File: src/rtl/scan_index_sequencer.sv
// Scan index sequencer: walks the 16 decoder lines in ascending order,
// skipping masked-off lines and holding each selected line for a
// programmable dwell time. Supports one-shot and continuous frames, a
// stop request that lets the current line finish, and a frame-done pulse.
//
// Handshake: start is a level request sampled every clk; it is honoured
// only when idle, stop is low and the sampled mask is non-zero. While
// busy, start is ignored. stop is also sampled every clk; in IDLE it
// overrides start, and while busy it ends the frame after the current
// line's dwell. All outputs come straight from flops.
module scan_index_sequencer #(
    parameter int DWELL_W = 8
) (
    input  logic               clk,
    input  logic               rst_n,
    input  logic               start,
    input  logic               stop,
    input  logic               continuous,
    input  logic [15:0]        mask,
    input  logic [DWELL_W-1:0] dwell,
    output logic [3:0]         index,
    output logic               index_valid,
    output logic               busy,
    output logic               frame_done
);

    localparam logic [0:0] ST_IDLE  = 1'b0;
    localparam logic [0:0] ST_DWELL = 1'b1;

    logic [0:0]         state_q,     state_d;
    logic [3:0]         index_q,     index_d;
    logic               valid_q,     valid_d;
    logic               busy_q,      busy_d;
    logic               fd_q,        fd_d;
    logic [15:0]        mask_q,      mask_d;
    logic [DWELL_W-1:0] dwell_q,     dwell_d;
    logic               cont_q,      cont_d;
    logic               stop_pend_q, stop_pend_d;
    logic [DWELL_W-1:0] cnt_q,       cnt_d;

    logic [DWELL_W-1:0] dwell_eff;
    logic [4:0]         first_in;
    logic [4:0]         next_line;
    logic               stop_eff;

    // Lowest set bit of m at or above position lo; bit 4 flags "found".
    function automatic logic [4:0] find_from(input logic [15:0] m, input logic [4:0] lo);
        logic [4:0] r;
        r = 5'd0;
        for (int i = 15; i >= 0; i--) begin
            if (m[i] && (i >= int'(lo))) begin
                r = {1'b1, 4'(i)};
            end
        end
        return r;
    endfunction

    // Search results and the effective dwell (0 behaves as 1).
    always_comb begin
        dwell_eff = (dwell == '0) ? DWELL_W'(1) : dwell;
        first_in  = find_from(mask, 5'd0);
        next_line = find_from(mask_q, {1'b0, index_q} + 5'd1);
        stop_eff  = stop_pend_q | stop;
    end

    // Next-state logic: frame start, line stepping, frame end and stop.
    always_comb begin
        state_d     = state_q;
        index_d     = index_q;
        valid_d     = valid_q;
        busy_d      = busy_q;
        fd_d        = 1'b0;
        mask_d      = mask_q;
        dwell_d     = dwell_q;
        cont_d      = cont_q;
        stop_pend_d = stop_pend_q;
        cnt_d       = cnt_q;

        case (state_q)
            ST_IDLE: begin
                stop_pend_d = 1'b0;
                if (start && !stop && (mask != 16'd0)) begin
                    mask_d  = mask;
                    dwell_d = dwell_eff;
                    cont_d  = continuous;
                    cnt_d   = dwell_eff;
                    index_d = first_in[3:0];
                    valid_d = 1'b1;
                    busy_d  = 1'b1;
                    state_d = ST_DWELL;
                end
            end

            default: begin
                if (stop) begin
                    stop_pend_d = 1'b1;
                end
                if (cnt_q != DWELL_W'(1)) begin
                    cnt_d = cnt_q - DWELL_W'(1);
                end else if (next_line[4] && !stop_eff) begin
                    // Next enabled line follows with no gap cycle.
                    index_d = next_line[3:0];
                    cnt_d   = dwell_q;
                end else if (next_line[4]) begin
                    // Stopped before the last line: no completion pulse.
                    state_d     = ST_IDLE;
                    valid_d     = 1'b0;
                    busy_d      = 1'b0;
                    stop_pend_d = 1'b0;
                end else begin
                    // Last enabled line expired: frame complete.
                    fd_d = 1'b1;
                    if (cont_q && !stop_eff && (mask != 16'd0)) begin
                        mask_d  = mask;
                        dwell_d = dwell_eff;
                        cont_d  = continuous;
                        cnt_d   = dwell_eff;
                        index_d = first_in[3:0];
                    end else begin
                        state_d     = ST_IDLE;
                        valid_d     = 1'b0;
                        busy_d      = 1'b0;
                        stop_pend_d = 1'b0;
                    end
                end
            end
        endcase
    end

    // State and output registers, cleared asynchronously.
    always_ff @(posedge clk or negedge rst_n) begin
        if (!rst_n) begin
            state_q     <= ST_IDLE;
            index_q     <= 4'd0;
            valid_q     <= 1'b0;
            busy_q      <= 1'b0;
            fd_q        <= 1'b0;
            mask_q      <= 16'd0;
            dwell_q     <= '0;
            cont_q      <= 1'b0;
            stop_pend_q <= 1'b0;
            cnt_q       <= '0;
        end else begin
            state_q     <= state_d;
            index_q     <= index_d;
            valid_q     <= valid_d;
            busy_q      <= busy_d;
            fd_q        <= fd_d;
            mask_q      <= mask_d;
            dwell_q     <= dwell_d;
            cont_q      <= cont_d;
            stop_pend_q <= stop_pend_d;
            cnt_q       <= cnt_d;
        end
    end

    assign index       = index_q;
    assign index_valid = valid_q;
    assign busy        = busy_q;
    assign frame_done  = fd_q;

endmodule

File: config.mk
export PLATFORM = sky130hd
export DESIGN_NAME = scan_index_sequencer
export DESIGN_NICKNAME = d
export VERILOG_FILES = /design/src/rtl/scan_index_sequencer.sv
export SDC_FILE = /design/constraint.sdc
export NUM_CORES = 1
export LEC_CHECK = 0
export BUFFER_PORTS_ARGS = -buffer_cell sky130_fd_sc_hd__clkbuf_2
export CAP_MARGIN = 30
export CORE_UTILIZATION = 45
export CTS_BUF_LIST = sky130_fd_sc_hd__clkbuf_2 sky130_fd_sc_hd__clkbuf_4 sky130_fd_sc_hd__clkbuf_8
export DETAILED_ROUTE_END_ITERATION = 10
export HOLD_SLACK_MARGIN = 0.12
export PLACE_DENSITY = 0.66
export SLEW_MARGIN = 20
export SYNTH_ARGS = -nofsm -noshare
export SYNTH_HDL_FRONTEND = slang
export SYNTH_SLANG_ARGS = --single-unit
File: constraint.sdc
create_clock -name clk -period 8.04 [get_ports clk]
set_input_delay 0.402 -clock clk [delete_from_list [all_inputs] [get_ports clk]]
set_output_delay 0.402 -clock clk [all_outputs]
set_load 0.02 [all_outputs]
==> metrics.txt <==
Register-to-Register Setup Slack 3830 ps; Synth Warn # 0; CTS tree built; gp weighted congestion 0.943; unrepaired setup endpoints after global routing no; final-report hold violation count 0; status finished with violations; Die W 84.4 µm; first-pass GRT wire length 12.9 mm; Post-synth ARST share 1.00; pwr dens 373 nW/µm²; Post-DP HPWL 5.68 mm; Resized cells post-CTS 0; worst min-delay path class in -> reg; #FFs+latches synth 41; number of fill cells in the layout 619; Critical Path Start Type flip-flop; final worst-path cycle share 0.523; worst-path maximum fanout 28; crit path DAT 4390 ps; post-synthesis cell area 3050 µm²; register area share after synthesis 0.336; CP Data Required Time 8220 ps; clk buf depth 2; clock sink count 41; synthesized instance count 344; max-slew violations 0; Placed Area 3250 µm²; Least-Margin Pin Slew 836 ps; # diodes 0; Starting Density 0.473; die area 7120 µm²; design area 3400 µm²; clk slew on worst S/H paths 90 ps; CTS Buf Count 5; Layout Utilization 0.526; Worst Clk Skew 13.0 ps; EDFF count, synth 0; die height 84.4 µm; Worst path max stage delay 770 ps; root buffer cell clkbuf_8; vias post-DR 2743; Ports 36; final number of setup-violating endpoints 0; Routed Antenna Nets 0; area leader, netlist dfrtp_1; Multi-input gate area 1870 µm²; GRT Overall Usage 0.226; number of global-route vias before repair 2584; top-area cell type share of the netlist area 0.336; drt initial violations 210; setup TNS 0 ps; First-pass DRT Iterations 8; Synth Flop Type dfrtp_1; largest vdd supply drop 0.179 mV; Post-Syn Nets 379; CORE AREA 6460 µm²; final cell count without fillers 447; register area 1030 µm²; Port Buffers 35; Tmin final 4210 ps; Slew HR 0.442; Crit-path slowest cell ha_1; Clock Latency Late Sink 300 ps; placed instance count 438; post-DR wirelength/cell 16.8 µm; crit-path cells ha_1 -> nand2_1 -> a211oi_1 -> a2111oi_2 -> o211ai_1 -> and4bb_2 -> and2_4 -> a21oi_4 -> mux2_2; drt total wl 7.53 mm; share of cells above drive strength 1 0.216; largest net degree at the start of global routing 29; CP Capture Type flip-flop; ranking of synthesized cells by area dfrtp_1 34%, mux2_2 7.4%, o21ai_0 3.9%; crit path kind reg -> reg; Post-Syn Area per Cell 8.88 µm²; fin nets 404; DR DRC count 2; Leakage 1.43 nW; row count 29; GRT overflow 0; antenna violations before repair 0; DR vias/cell 6.14; Yosys cell types 73; fmax 238 MHz; Max-Cap Viols 0; level count of the clock H-tree 2; Synth-to-Final Area Change 11.2%; violated checks design-rule violations
==> repair_timing <==
action / CTS / global route
endpoints found under the setup margin: 0 / 0
endpoints found under the hold margin: 19 / 0
setup buffers: 0 / 0
hold buffers: 1 / 0
==> metal layers <==
layer	global-route usage	wire length [µm]	up-vias
li1	-	-	1342
met1	0.354	3780	1309
met2	0.329	3160	83
met3	0.0285	502	9
met4	0.0555	83	0
met5	0	0	-
==> power by group <==
part | switching (mW) | total [mW] | leakage (nW) | internal, mW
Sequential | 0.122 | 0.420 | 0.492 | 0.299
Clock | 0.0756 | 0.201 | 0.0687 | 0.125
Combinational | 0.353 | 0.646 | 0.875 | 0.293
==> cell type report <==
| class | instances | area share |
|---|---|---|
| inverter | 13 | 0.0144 |
| clock buffer | 5 | 0.0203 |
| clock inverter | 3 | 0.0203 |
| tap | 77 | 0.0284 |
| timing repair buffer | 37 | 0.0626 |
| multi-input combinational | 271 | 0.552 |
| sequential | 41 | 0.302 |
==> cells by family after synthesis <==
kind of cell,after synthesis,share of synthesized area
adder cells (fa/ha/maj),6,0.0246
flip-flops,41,0.336
AO/OA/AOI/OAI,112,0.259
buffers and inverters,32,0.0504
multiplexers,26,0.0959
AND/OR/NAND/NOR,121,0.217
XOR/XNOR,6,0.0172
==> synthesized netlist by cell type (3+ instances only) <==
library cell and count:
a211oi_1 3, dfrtp_1 41, buf_2 9, nand3_1 11, ha_1 6, nand2_1 24, and3_1 3, nor2_1 20
a21oi_1 20, nor4_1 6, inv_1 13, a22oi_1 4, mux2_1 6, and2_1 9, nand2b_1 6, mux2_2 20
o21ai_0 24, o31ai_1 4, o22ai_1 5, o21bai_1 4, nor2b_1 6, clkbuf_1 5, o21ai_1 3, a21boi_0 3
xor2_1 5, nand3b_1 6, a31oi_1 8, or4_1 5, nor3_1 10
==> state kept, by name, indices dropped and copies added (netlist names) <==
register     count
dwell_q          8
state_q          1
cont_q           1
index            4
cnt_q            8
frame_done       1
stop_pend_q      1
mask_q          16
busy             1
==> worst max-delay path, delay by kind of cell (launching register included) <==
kind            cells  cell delay (ps)
flops               1              710
simple gates        3              780
mux                 1              410
fa+ha+maj           1              770
compound gates      4             1410
==> layout by cell type, fill, tap and decap left out, types with 3 or more instances in the layout <==
master     n
nor4_1     6
o21bai_1   4
and2_1     9
or4_1      5
ha_1       6
clkbuf_2  35
nor3_1    10
o21ai_0   24
mux2_1     6
a21oi_1   20
clkbuf_8   5
xor2_1     5
and3_1     3
a22oi_1    4
o31ai_1    4
a211oi_1   3
nand3b_1   6
o22ai_1    5
a21boi_0   3
a31oi_1    8
nor2b_1    6
mux2_2    20
nand2_1   24
nor2_1    20
nand2b_1   6
inv_1     13
dfrtp_1   41
nand3_1   11
o21ai_1    3
==> final timing paths <==
check,startpoint,to,depth (start not counted)
worst max-delay path,index[0]$_DFFE_PN0P_,mask_q[12]$_DFFE_PN0P_,9
worst min-delay path,continuous,cont_q$_DFFE_PN0P_,2
worst max register to register,index[0]$_DFFE_PN0P_,mask_q[12]$_DFFE_PN0P_,9
worst min register to register,mask_q[14]$_DFFE_PN0P_,mask_q[14]$_DFFE_PN0P_,2
max in group asynchronous,rst_n,mask_q[1]$_DFFE_PN0P_,3
min in group asynchronous,rst_n,cnt_q[3]$_DFFE_PN0P_,2
==> metrics by stage <==
stage                     hold WS, ps  power (mW)  setup WS [ps]
after floorplan                   106       0.916           4520
after global placement            469        1.04           4100
after detailed placement          412        1.06           3890
after CTS                         336        1.26           3840
after global routing              346        1.38           3500
final                             341        1.27           3830
No activity file was read; power rests on OpenSTA's default activity.
